--- src/rtl/trigger_ts_pkg.sv ---
// =============================================================================
// trigger_ts_pkg : shared FSM state type and default sizing for trigger_timestamp
// Rev 1.0
// =============================================================================
`default_nettype none

package trigger_ts_pkg;

  localparam int DEF_TS_WIDTH   = 32;
  localparam int DEF_DEPTH      = 16;
  localparam int DEF_DROP_WIDTH = 8;

  typedef enum logic [1:0] {
    IDLE  = 2'd0,
    ARMED = 2'd1,
    DONE  = 2'd2
  } state_t;

endpackage

`default_nettype wire

--- src/rtl/trigger_timestamp_if.sv ---
// =============================================================================
// trigger_timestamp_if : valid/ready readout channel for queued timestamps
// Rev 1.0
// =============================================================================
`default_nettype none

interface trigger_timestamp_if
  import trigger_ts_pkg::*;
#(
  parameter int TS_WIDTH = DEF_TS_WIDTH
);

  logic                rd_valid;
  logic                rd_ready;
  logic [TS_WIDTH-1:0] rd_data;

  modport master (output rd_valid, output rd_data, input rd_ready);
  modport slave  (input rd_valid, input rd_data, output rd_ready);

endinterface

`default_nettype wire

--- src/rtl/trigger_ts_fifo.sv ---
// =============================================================================
// trigger_ts_fifo : synchronous FIFO with occupancy count and zeroed empty output
// Rev 1.0
// =============================================================================
`default_nettype none

module trigger_ts_fifo #(
  parameter int WIDTH = 32,
  parameter int DEPTH = 16
) (
  input  wire logic                     clk,
  input  wire logic                     rst_sync,
  input  wire logic                     clear,
  input  wire logic                     push,
  input  wire logic                     pop,
  input  wire logic [WIDTH-1:0]         din,
  output logic      [WIDTH-1:0]         dout,
  output logic      [$clog2(DEPTH):0]   level,
  output logic                          full,
  output logic                          empty
);

  localparam int PTR_W = $clog2(DEPTH);
  localparam int LVL_W = PTR_W + 1;
  localparam logic [LVL_W-1:0] FULL_LEVEL = LVL_W'(DEPTH);

  logic [WIDTH-1:0] mem [DEPTH];
  logic [PTR_W-1:0] wr_ptr;
  logic [PTR_W-1:0] rd_ptr;
  logic             do_push;
  logic             do_pop;

  assign full    = (level == FULL_LEVEL);
  assign empty   = (level == '0);
  assign do_pop  = pop & ~empty;
  // A full FIFO still takes a push when the head leaves in the same cycle.
  assign do_push = push & (~full | do_pop);
  assign dout    = empty ? '0 : mem[rd_ptr];

  always_ff @(posedge clk) begin
    if (do_push && !clear) begin
      mem[wr_ptr] <= din;
    end
  end

  always_ff @(posedge clk) begin
    if (rst_sync || clear) begin
      wr_ptr <= '0;
      rd_ptr <= '0;
      level  <= '0;
    end else begin
      if (do_push) wr_ptr <= wr_ptr + PTR_W'(1);
      if (do_pop)  rd_ptr <= rd_ptr + PTR_W'(1);
      case ({do_push, do_pop})
        2'b10:   level <= level + LVL_W'(1);
        2'b01:   level <= level - LVL_W'(1);
        default: level <= level;
      endcase
    end
  end

endmodule

`default_nettype wire

--- src/rtl/trigger_timestamp.sv ---
// =============================================================================
// trigger_timestamp : stamps rising trigger edges with a prescaled counter into a FIFO
// Optional feature macro: TRIG_TS_HOLDOFF_EN (adds cfg_holdoff edge holdoff). Rev 1.0
// =============================================================================
`default_nettype none

module trigger_timestamp
  import trigger_ts_pkg::*;
#(
  parameter int TS_WIDTH   = DEF_TS_WIDTH,
  parameter int DEPTH      = DEF_DEPTH,
  parameter int DROP_WIDTH = DEF_DROP_WIDTH
) (
  input  wire logic                   clk,
  input  wire logic                   rst_sync,
  input  wire logic                   trigger_in,
  input  wire logic                   cfg_enable,
  input  wire logic                   cfg_single_shot,
  input  wire logic                   cfg_arm,
  input  wire logic [3:0]             cfg_stage1_count,
`ifdef TRIG_TS_HOLDOFF_EN
  input  wire logic [7:0]             cfg_holdoff,
`endif
  input  wire logic                   ts_clear,
  trigger_timestamp_if.master         rd,
  output logic [$clog2(DEPTH):0]      fifo_level,
  output logic                        armed,
  output logic                        overflow,
  output logic [DROP_WIDTH-1:0]       drop_count
);

  state_t              state;
  state_t              state_nxt;
  logic                trig_q;
  logic                trig_edge;
  logic [3:0]          presc;
  logic [3:0]          presc_last;
  logic                tick;
  logic [TS_WIDTH-1:0] ts;
  logic                hold_ok;
  logic                cand;
  logic                pop;
  logic                push;
  logic                drop;
  logic                full;
  logic                fifo_empty;

  assign trig_edge  = trigger_in & ~trig_q;
  assign presc_last = (cfg_stage1_count <= 4'd1) ? 4'd0 : cfg_stage1_count - 4'd1;
  // >= rather than == so a prescale reduced mid-count still wraps promptly.
  assign tick       = (presc >= presc_last);

  always_ff @(posedge clk) begin
    if (rst_sync) begin
      trig_q <= 1'b0;
      presc  <= '0;
      ts     <= '0;
    end else begin
      trig_q <= trigger_in;
      if (ts_clear) begin
        presc <= '0;
        ts    <= '0;
      end else if (tick) begin
        presc <= '0;
        ts    <= ts + TS_WIDTH'(1);
      end else begin
        presc <= presc + 4'd1;
      end
    end
  end

`ifdef TRIG_TS_HOLDOFF_EN
  logic [7:0] hold_cnt;

  always_ff @(posedge clk) begin
    if (rst_sync || ts_clear || !cfg_enable) begin
      hold_cnt <= '0;
    end else if (push) begin
      hold_cnt <= cfg_holdoff;
    end else if (tick && hold_cnt != 8'd0) begin
      hold_cnt <= hold_cnt - 8'd1;
    end
  end

  assign hold_ok = (hold_cnt == 8'd0);
`else
  assign hold_ok = 1'b1;
`endif

  // An edge coinciding with ts_clear is discarded rather than stamped.
  assign cand = trig_edge & (state == ARMED) & ~ts_clear & hold_ok;
  assign pop  = rd.rd_valid & rd.rd_ready;
  assign push = cand & (~full | pop);
  assign drop = cand & full & ~pop;

  always_ff @(posedge clk) begin
    if (rst_sync || ts_clear) begin
      overflow   <= 1'b0;
      drop_count <= '0;
    end else if (drop) begin
      overflow <= 1'b1;
      if (drop_count != '1) drop_count <= drop_count + DROP_WIDTH'(1);
    end
  end

  always_ff @(posedge clk) begin
    if (rst_sync) state <= IDLE;
    else          state <= state_nxt;
  end

  always_comb begin
    state_nxt = state;
    if (!cfg_enable) begin
      state_nxt = IDLE;
    end else begin
      case (state)
        IDLE:    if (cfg_arm) state_nxt = ARMED;
        ARMED:   if (push && cfg_single_shot) state_nxt = DONE;
        DONE:    if (cfg_arm) state_nxt = ARMED;
        default: state_nxt = IDLE;
      endcase
    end
  end

  assign armed       = (state == ARMED);
  assign rd.rd_valid = ~fifo_empty;

  trigger_ts_fifo #(
    .WIDTH (TS_WIDTH),
    .DEPTH (DEPTH)
  ) u_fifo (
    .clk      (clk),
    .rst_sync (rst_sync),
    .clear    (ts_clear),
    .push     (push),
    .pop      (pop),
    .din      (ts),
    .dout     (rd.rd_data),
    .level    (fifo_level),
    .full     (full),
    .empty    (fifo_empty)
  );

endmodule

`default_nettype wire

--- src/flat_wrapper.sv ---
// flat-port wrapper written by rule: the top's interface ports become plain ports
module trigger_timestamp_flat import trigger_ts_pkg::*;
#(
  parameter int TS_WIDTH   = DEF_TS_WIDTH,
  parameter int DEPTH      = DEF_DEPTH,
  parameter int DROP_WIDTH = DEF_DROP_WIDTH
)
  (clk, rst_sync, trigger_in, cfg_enable, cfg_single_shot, cfg_arm, cfg_stage1_count, ts_clear, fifo_level, armed, overflow, drop_count, rd_rd_valid, rd_rd_data, rd_rd_ready);
  trigger_timestamp_if #(.TS_WIDTH(TS_WIDTH)) rd_i ();
  input  wire logic clk;
  input  wire logic rst_sync;
  input  wire logic trigger_in;
  input  wire logic cfg_enable;
  input  wire logic cfg_single_shot;
  input  wire logic cfg_arm;
  input  wire logic [3:0] cfg_stage1_count;
  input  wire logic ts_clear;
  output logic [$clog2(DEPTH):0] fifo_level;
  output logic armed;
  output logic overflow;
  output logic [DROP_WIDTH-1:0] drop_count;
  output wire logic [$bits(rd_i.rd_valid)-1:0] rd_rd_valid;
  output wire logic [$bits(rd_i.rd_data)-1:0] rd_rd_data;
  input wire logic [$bits(rd_i.rd_ready)-1:0] rd_rd_ready;
  assign rd_rd_valid = rd_i.rd_valid;
  assign rd_rd_data = rd_i.rd_data;
  assign rd_i.rd_ready = rd_rd_ready;
  trigger_timestamp #(.TS_WIDTH(TS_WIDTH), .DEPTH(DEPTH), .DROP_WIDTH(DROP_WIDTH)) u_core (.clk(clk), .rst_sync(rst_sync), .trigger_in(trigger_in), .cfg_enable(cfg_enable), .cfg_single_shot(cfg_single_shot), .cfg_arm(cfg_arm), .cfg_stage1_count(cfg_stage1_count), .ts_clear(ts_clear), .rd(rd_i), .fifo_level(fifo_level), .armed(armed), .overflow(overflow), .drop_count(drop_count));
endmodule
--- config.mk ---
export PLATFORM = sky130hd
export DESIGN_NAME = trigger_timestamp_flat
export DESIGN_NICKNAME = d
export VERILOG_FILES = /design/src/rtl/trigger_ts_pkg.sv /design/src/rtl/trigger_timestamp_if.sv /design/src/rtl/trigger_ts_fifo.sv /design/src/rtl/trigger_timestamp.sv /design/src/flat_wrapper.sv
export SDC_FILE = /design/constraint.sdc
export NUM_CORES = 1
export LEC_CHECK = 0
export CORE_MARGIN = 2
export CORE_UTILIZATION = 35
export CTS_CLUSTER_DIAMETER = 60
export CTS_CLUSTER_SIZE = 20
export DETAILED_ROUTE_END_ITERATION = 10
export PLACE_DENSITY = 0.47
export SKIP_CTS_REPAIR_TIMING = 1
export SLEW_MARGIN = 10
export SYNTH_ARGS = -nofsm -noshare
export SYNTH_HDL_FRONTEND = slang
export SYNTH_SLANG_ARGS = --single-unit
--- constraint.sdc ---
create_clock -name clk -period 11.1 [get_ports clk]
set_clock_uncertainty 0.1 [all_clocks]
set_input_delay 1.665 -clock clk [delete_from_list [all_inputs] [get_ports clk]]
set_output_delay 1.665 -clock clk [all_outputs]
set_load 0.02 [all_outputs]
==> flow_summary_export.csv, run 1 <==
group,metric,value,unit
synthesis,syn_inst,1172,
global_route,grt_pass1_vias,11400,
synthesis,synthFlopType,"edfxtp_1",
sta,rsz0062_at_grt,"no",
finish,area_growth,14.0,%
sta,setup_violations,0,
setup_path,cp_max_fo,59,
synthesis,synth-warning-count,0,
status,status,"finished clean",
synthesis,synth-edff-count,512,
pwr,vdd_drop_max,0.0932,mV
placed_design,gp_congestion,0.693,
synthesis,synth_most_common_cell,"edfxtp_1",
pwr,power_frac_seq,58.4,%
clock_tree,h-tree-depth,2,
sta,drv_slew,0,
route,drc,0,
setup_path,critPathKind,"reg2out",
floorplanning,ios,60,
synthesis,syn-num-nets,1201,
global_route,grt.total_usage,15.7,%
floorplanning,dieHeight,258,um
global_route,grt-ovfl-total,0,
route,viasPerCell,5.20,
clock_tree,clk_latency,580,ps
sta,worst_slew_pin_slew,1010,ps
setup_path,cp.arrival,4210,ps
pwr,leakage,0.00720,uW
finish,nets,1270,
finish,final_cell_area,25700,um^2
synthesis,yosysSeqAreaShare,73.9,%
clock_tree,cts.clk_slew.worst_paths,70,ps
pwr,p_sw_share,21.1,%
global_route,grt_pass1_wl,76800,um
pwr,power_frac_clock,40.7,%
floorplanning,core-area,64100,um^2
route,drtPass1Iterations,5,
floorplanning,die_area,66500,um^2
route,wl_per_cell,24.5,um
floorplanning,die_w,258,um
sta,min_period,5980,ps
synthesis,synth_common_cells,"edfxtp_1 (512), mux4_2 (128), mux2i_1 (67), dfxtp_1 (65), nor2_1 (55)",
route,drt_iter0_markers,737,
pwr,intPower,3150,uW
pwr,power.density,155,nW/um^2
clock_tree,cts_root_buffer,"clkbuf_16",
synthesis,ys_seq_elements,577,
pwr,comb_power_share,0.9,%
finish,diodes,0,
setup_path,cp-start-kind,"flip-flop",
synthesis,synthArstFlopShare,0,%
job,max_cap_viol_count,0,
finish,drive_above_1_share,20.0,%
floorplanning,start_util,35.2,%
synthesis,syn_avg_cell_area,19.3,um^2
sta,hold_violations,0,
floorplanning,num_rows,93,
placed_design,place_area,24300,um^2
route,ant_nets,0,
synthesis,synth_top_area_share,68.1,%
clock_tree,cts_max_path_buffers,3,
global_route,grt_max_degree,60,
setup_path,worstPathRequired,9340,ps
sta,fin_setup_tns,0,ps
clock_tree,tritoncts,"built",
sta,fmax,167,MHz
sta,slew_headroom,32.4,%
synthesis,synth_top_area_cell,"edfxtp_1",
global_route,antenna_found_initial,0,
min_path,min_path_type,"reg2reg",
pwr,p_sw,840,uW
synthesis,netlist_top_cells_area,"edfxtp_1 (68%), mux4_2 (13%), dfxtp_1 (5.8%)",
route,vias,11100,
sta,fin_crit_sh,53.9,%
synthesis,ys_types,48,
clock_tree,cts_sinks,577,
sta,whs,382,ps
clock_tree,numCtsBuffers,44,
finish,utilization,40.1,%
route,drt_wl_total,52100,um
setup_path,end_kind,"primary output",
placed_design,hpwlAfterDp,25800,um
synthesis,syn_area,22600,um^2
placed_design,port-buffer-count,59,
-- state kept, by name, summed over array words and instances (netlist names), named ones only --
signal,count
u_core.trig_q,1
u_core.u_fifo.mem,512
u_core.ts,32
u_core.drop_count,8
u_core.u_fifo.wr_ptr,4
u_core.state,2
u_core.presc,4
u_core.u_fifo.level,5
u_core.overflow,1
u_core.u_fifo.rd_ptr,4
-- cells in the final DEF, fill, tap and decap left out, types with 3 or more instances in the layout --
master and n:
inv_1 10, nor3b_1 3, nor4_1 4, or2_2 3
xnor2_1 18, dfxtp_1 62, nand2b_1 4, or4_1 8
nor4b_1 4, dfxtp_4 3, o31ai_1 7, and4_1 3
nor3_1 12, inv_12 4, clkbuf_1 7, nor2_4 12
mux2i_1 67, nand2_1 30, inv_6 4, o21ai_0 15
or3_1 13, buf_4 26, clkdlybuf4s50_1 59, mux4_2 128
nor2_1 43, clkinvlp_4 4, a21oi_1 26, o22ai_1 33
nand3_1 14, edfxtp_1 512, nor3_2 4, ha_1 17
clkbuf_16 46, inv_8 5, xor2_1 13, and3_1 4
nand4_1 10, nor2b_1 7
-- critical path: stages, from the launching register on --
cell,delay [ps]
dfxtp_4,470
buf_4,740
buf_4,830
mux4_2,360
mux2i_1,110
o22ai_1,330
clkdlybuf4s50_1,690
-- power by group through the flow --
stage / Sequential, uW / Clock (uW) / Combinational, uW
2_1_floorplan: 2380 / 0 / 21.2
3_3_place_gp: 2380 / 0 / 35.8
5_1_grt: 2330 / 1760 / 39.4
3_5_place_dp: 2380 / 0 / 36.1
4_1_cts: 2330 / 1680 / 36.2
6_report: 2330 / 1630 / 35.7
-- kinds of logic after synthesis --
family / Yosys count / share of synthesized area [%]
AND/OR/NAND/NOR: 189 / 4.38
multiplexers: 196 / 15.8
flip-flops: 577 / 73.9
AO/OA/AOI/OAI: 90 / 2.47
buffers and inverters: 72 / 1.35
XOR/XNOR: 31 / 1.20
adder cells (fa/ha/maj): 17 / 0.942
-- final cells by class --
class,count,area (um^2)
Fill cell,5696,38400
Sequential cell,577,16700
Multi-Input combinational cell,523,5710
Clock buffer,55,1200
Tap cell,855,1070
Timing Repair Buffer,85,786
Clock inverter,23,233
Inverter,10,37.5
-- per-stage QoR --
step	worst slack (ps)	power (uW)	instances
floorplan	5850	2400	1172
global placement	5630	2410	2050
detailed placement	5650	2410	2050
CTS	5000	4050	2128
global route	4920	4130	2128
finish	5120	3990	2128
-- worst paths after layout --
path	startpoint	to	cells after the start	slack, ps
max reg2reg	u_core.u_fifo.level[2]	u_core.u_fifo.level[4]	11	7850
min	u_core.overflow	u_core.overflow	2	380
min reg2reg	u_core.overflow	u_core.overflow	2	380
max	flip-flop	rd_rd_data[2]	6	5120
-- per-layer routing --
layer  share of wire (%)  GRT usage (%)  vias up
li1                    -              -     4898
met1                  45           21.6     5923
met2                  49           26.3      201
met3                 3.6           2.47       51
met4                 1.7           3.87        0
met5                   0              0        -
Note: power is estimated with default switching activity, not from simulation.
==> run 2: changes to the inputs <==
PLACE_DENSITY = 0.49   (was 0.47)
clock period = 5.35 ns   (was 11.1 ns; I/O delays follow)
==> run 2 against run 1 <==
Net effect: cell count grew 0.28%; sequential share of layout area shrank 0.47 points; worst hold slack got worse by 3.0 ps; largest power group unchanged.
==> flow_summary_export.csv, run 2 (synthesis results as in run 1) <==
group,metric,value,unit
status,status,"finished clean",
sta,rsz0062_at_grt,"no",
placed_design,port-buffer-count,59,
clock_tree,numCtsBuffers,43,
placed_design,hpwlAfterDp,27100,um
global_route,grt_max_degree,53,
setup_path,cp_slowest_cell,"dfxtp_4",
floorplanning,dieHeight,258,um
setup_path,end_kind,"primary output",
route,vias,11100,
clock_tree,cts_root_buffer,"clkbuf_16",
floorplanning,die_area,66500,um^2
global_route,grtUsageMet2,26.2,%
setup_path,r2r_end,"u_core.u_fifo.level[4]",
setup_path,cp-start-kind,"flip-flop",
finish,utilization,40.4,%
sta,min_period,4230,ps
setup_path,cp_cell_sequence,"buf_12 > mux4_2 > mux2i_1 > o22ai_1 > clkdlybuf4s50_1",
clock_tree,cts.clk_slew.worst_paths,80,ps
sta,worst_slack,1120,ps
min_path,whs_endpoint,"u_core.overflow",
floorplanning,ios,60,
finish,nets,1277,
finish,diodes,0,
route,drtPass1Iterations,6,
setup_path,critPathMaxStageDelay,730,ps
sta,setup_violations,0,
clock_tree,h-tree-depth,2,
global_route,grt_pass1_wl,76900,um
global_route,use_met1,21.9,%
placed_design,gp_congestion,0.732,
setup_path,cp_max_fo,34,
min_path,min_from,"u_core.overflow",
global_route,grt_use_met3,2.39,%
setup_path,regToRegSetupSlack,2150,ps
pwr,vdd_drop_max,0.216,mV
sta,drv_slew,0,
finish,largest_register,"u_core.u_fifo.mem",
global_route,grt_pass1_vias,11600,
global_route,antenna_found_initial,1,
finish,stdcell_count,2134,
sta,hold_violations,0,
min_path,hold_depth,2,
finish,layout_common_cells,"edfxtp_1 (512), mux4_2 (128), mux2i_1 (67)",
setup_path,reg2regPathDepth,11,
finish,nFillCells,5662,
finish,area_growth,14.8,%
global_route,grt.total_usage,15.7,%
route,ant_nets,0,
route,drt_wl_total,51800,um
finish,largest_register_ffs,512,
sta,whs,379,ps
floorplanning,num_rows,93,
clock_tree,cts_sinks,577,
finish,top_regs,"u_core.u_fifo.mem: 512 flops, u_core.ts: 32 flops, u_core.drop_count: 8 flops",
pwr,power.density,323,nW/um^2
setup_path,worstPathRequired,4450,ps
global_route,grt-ovfl-total,0,
setup_path,cp.arrival,3330,ps
sta,fin_setup_tns,0,ps
min_path,min_path_type,"reg2reg",
placed_design,dp_slack,1150,ps
clock_tree,clk_latency,590,ps
sta,fmax,236,MHz
floorplanning,die_w,258,um
setup_path,r2r-start,"u_core.u_fifo.level[2]",
route,viasPerCell,5.22,
global_route,grt_most_used_layer,"met2",
floorplanning,start_util,35.2,%
job,max_cap_viol_count,0,
clock_tree,tritoncts,"built",
finish,drive_above_1_share,20.6,%
finish,layout_commonest_cell,"edfxtp_1",
route,drc,0,
route,wl_per_cell,24.3,um
setup_path,critPathKind,"reg2out",
placed_design,place_inst,2058,
clock_tree,cts_max_path_buffers,3,
sta,slew_headroom,45.4,%
sta,fin_crit_sh,79.1,%
sta,worst_slew_pin_slew,819,ps
floorplanning,core-area,64100,um^2
pwr,leakage,0.00833,uW
route,drt_iter0_markers,913,
[run 2: report_power, final]
part / switching [uW] / leakage, uW / total (uW) / internal, uW
combinational: 42.4 / 0.00169 / 71.1 / 28.7
clock: 1650 / 0.000715 / 3470 / 1820
sequential: 4.77 / 0.00592 / 4830 / 4830
[run 2: final cells by class]
class	instances	area, um^2	share of cell area, %
Clock buffer	51	1180	4.55
Sequential cell	577	16700	64.4
Inverter	10	37.5	0.145
Tap cell	855	1070	4.13
Multi-Input combinational cell	523	5710	22.0
Timing Repair Buffer	93	921	3.55
Clock inverter	25	312	1.20
[run 2: how the worst max path moves through the flow]
stage | start | endpoint | slack (ps) | cells after the start
floorplan | trigger_in | u_core.u_fifo.mem[3][0] | 960 | 4
global placement | cfg_stage1_count[0] | u_core.ts[27] | 1190 | 11
detailed placement | cfg_stage1_count[0] | u_core.ts[27] | 1150 | 11
CTS | flip-flop | rd_rd_data[24] | 1010 | 5
global route | flip-flop | rd_rd_data[24] | 930 | 5
finish | flip-flop | rd_rd_data[24] | 1120 | 5
[run 2: per-layer routing]
layer,vias to the layer above,wire [um]
met3,52,2170
met4,0,847
met2,214,25400
met5,-,0
met1,5953,23300
li1,4913,-
[run 2: stage by stage]
stage | area (um^2) | total power (uW)
after floorplan | 22600 | 4970
after CTS | 25900 | 8470
after detailed placement | 24400 | 5000
after global placement | 24400 | 5000
after global routing | 25900 | 8650
final | 25900 | 8370
[run 2: critical path: cells and delay by family, from the launching register on]
family	cells	cell delay [ps]
buf+inv	2	930
mux	2	840
flops	1	730
compound gates	1	200
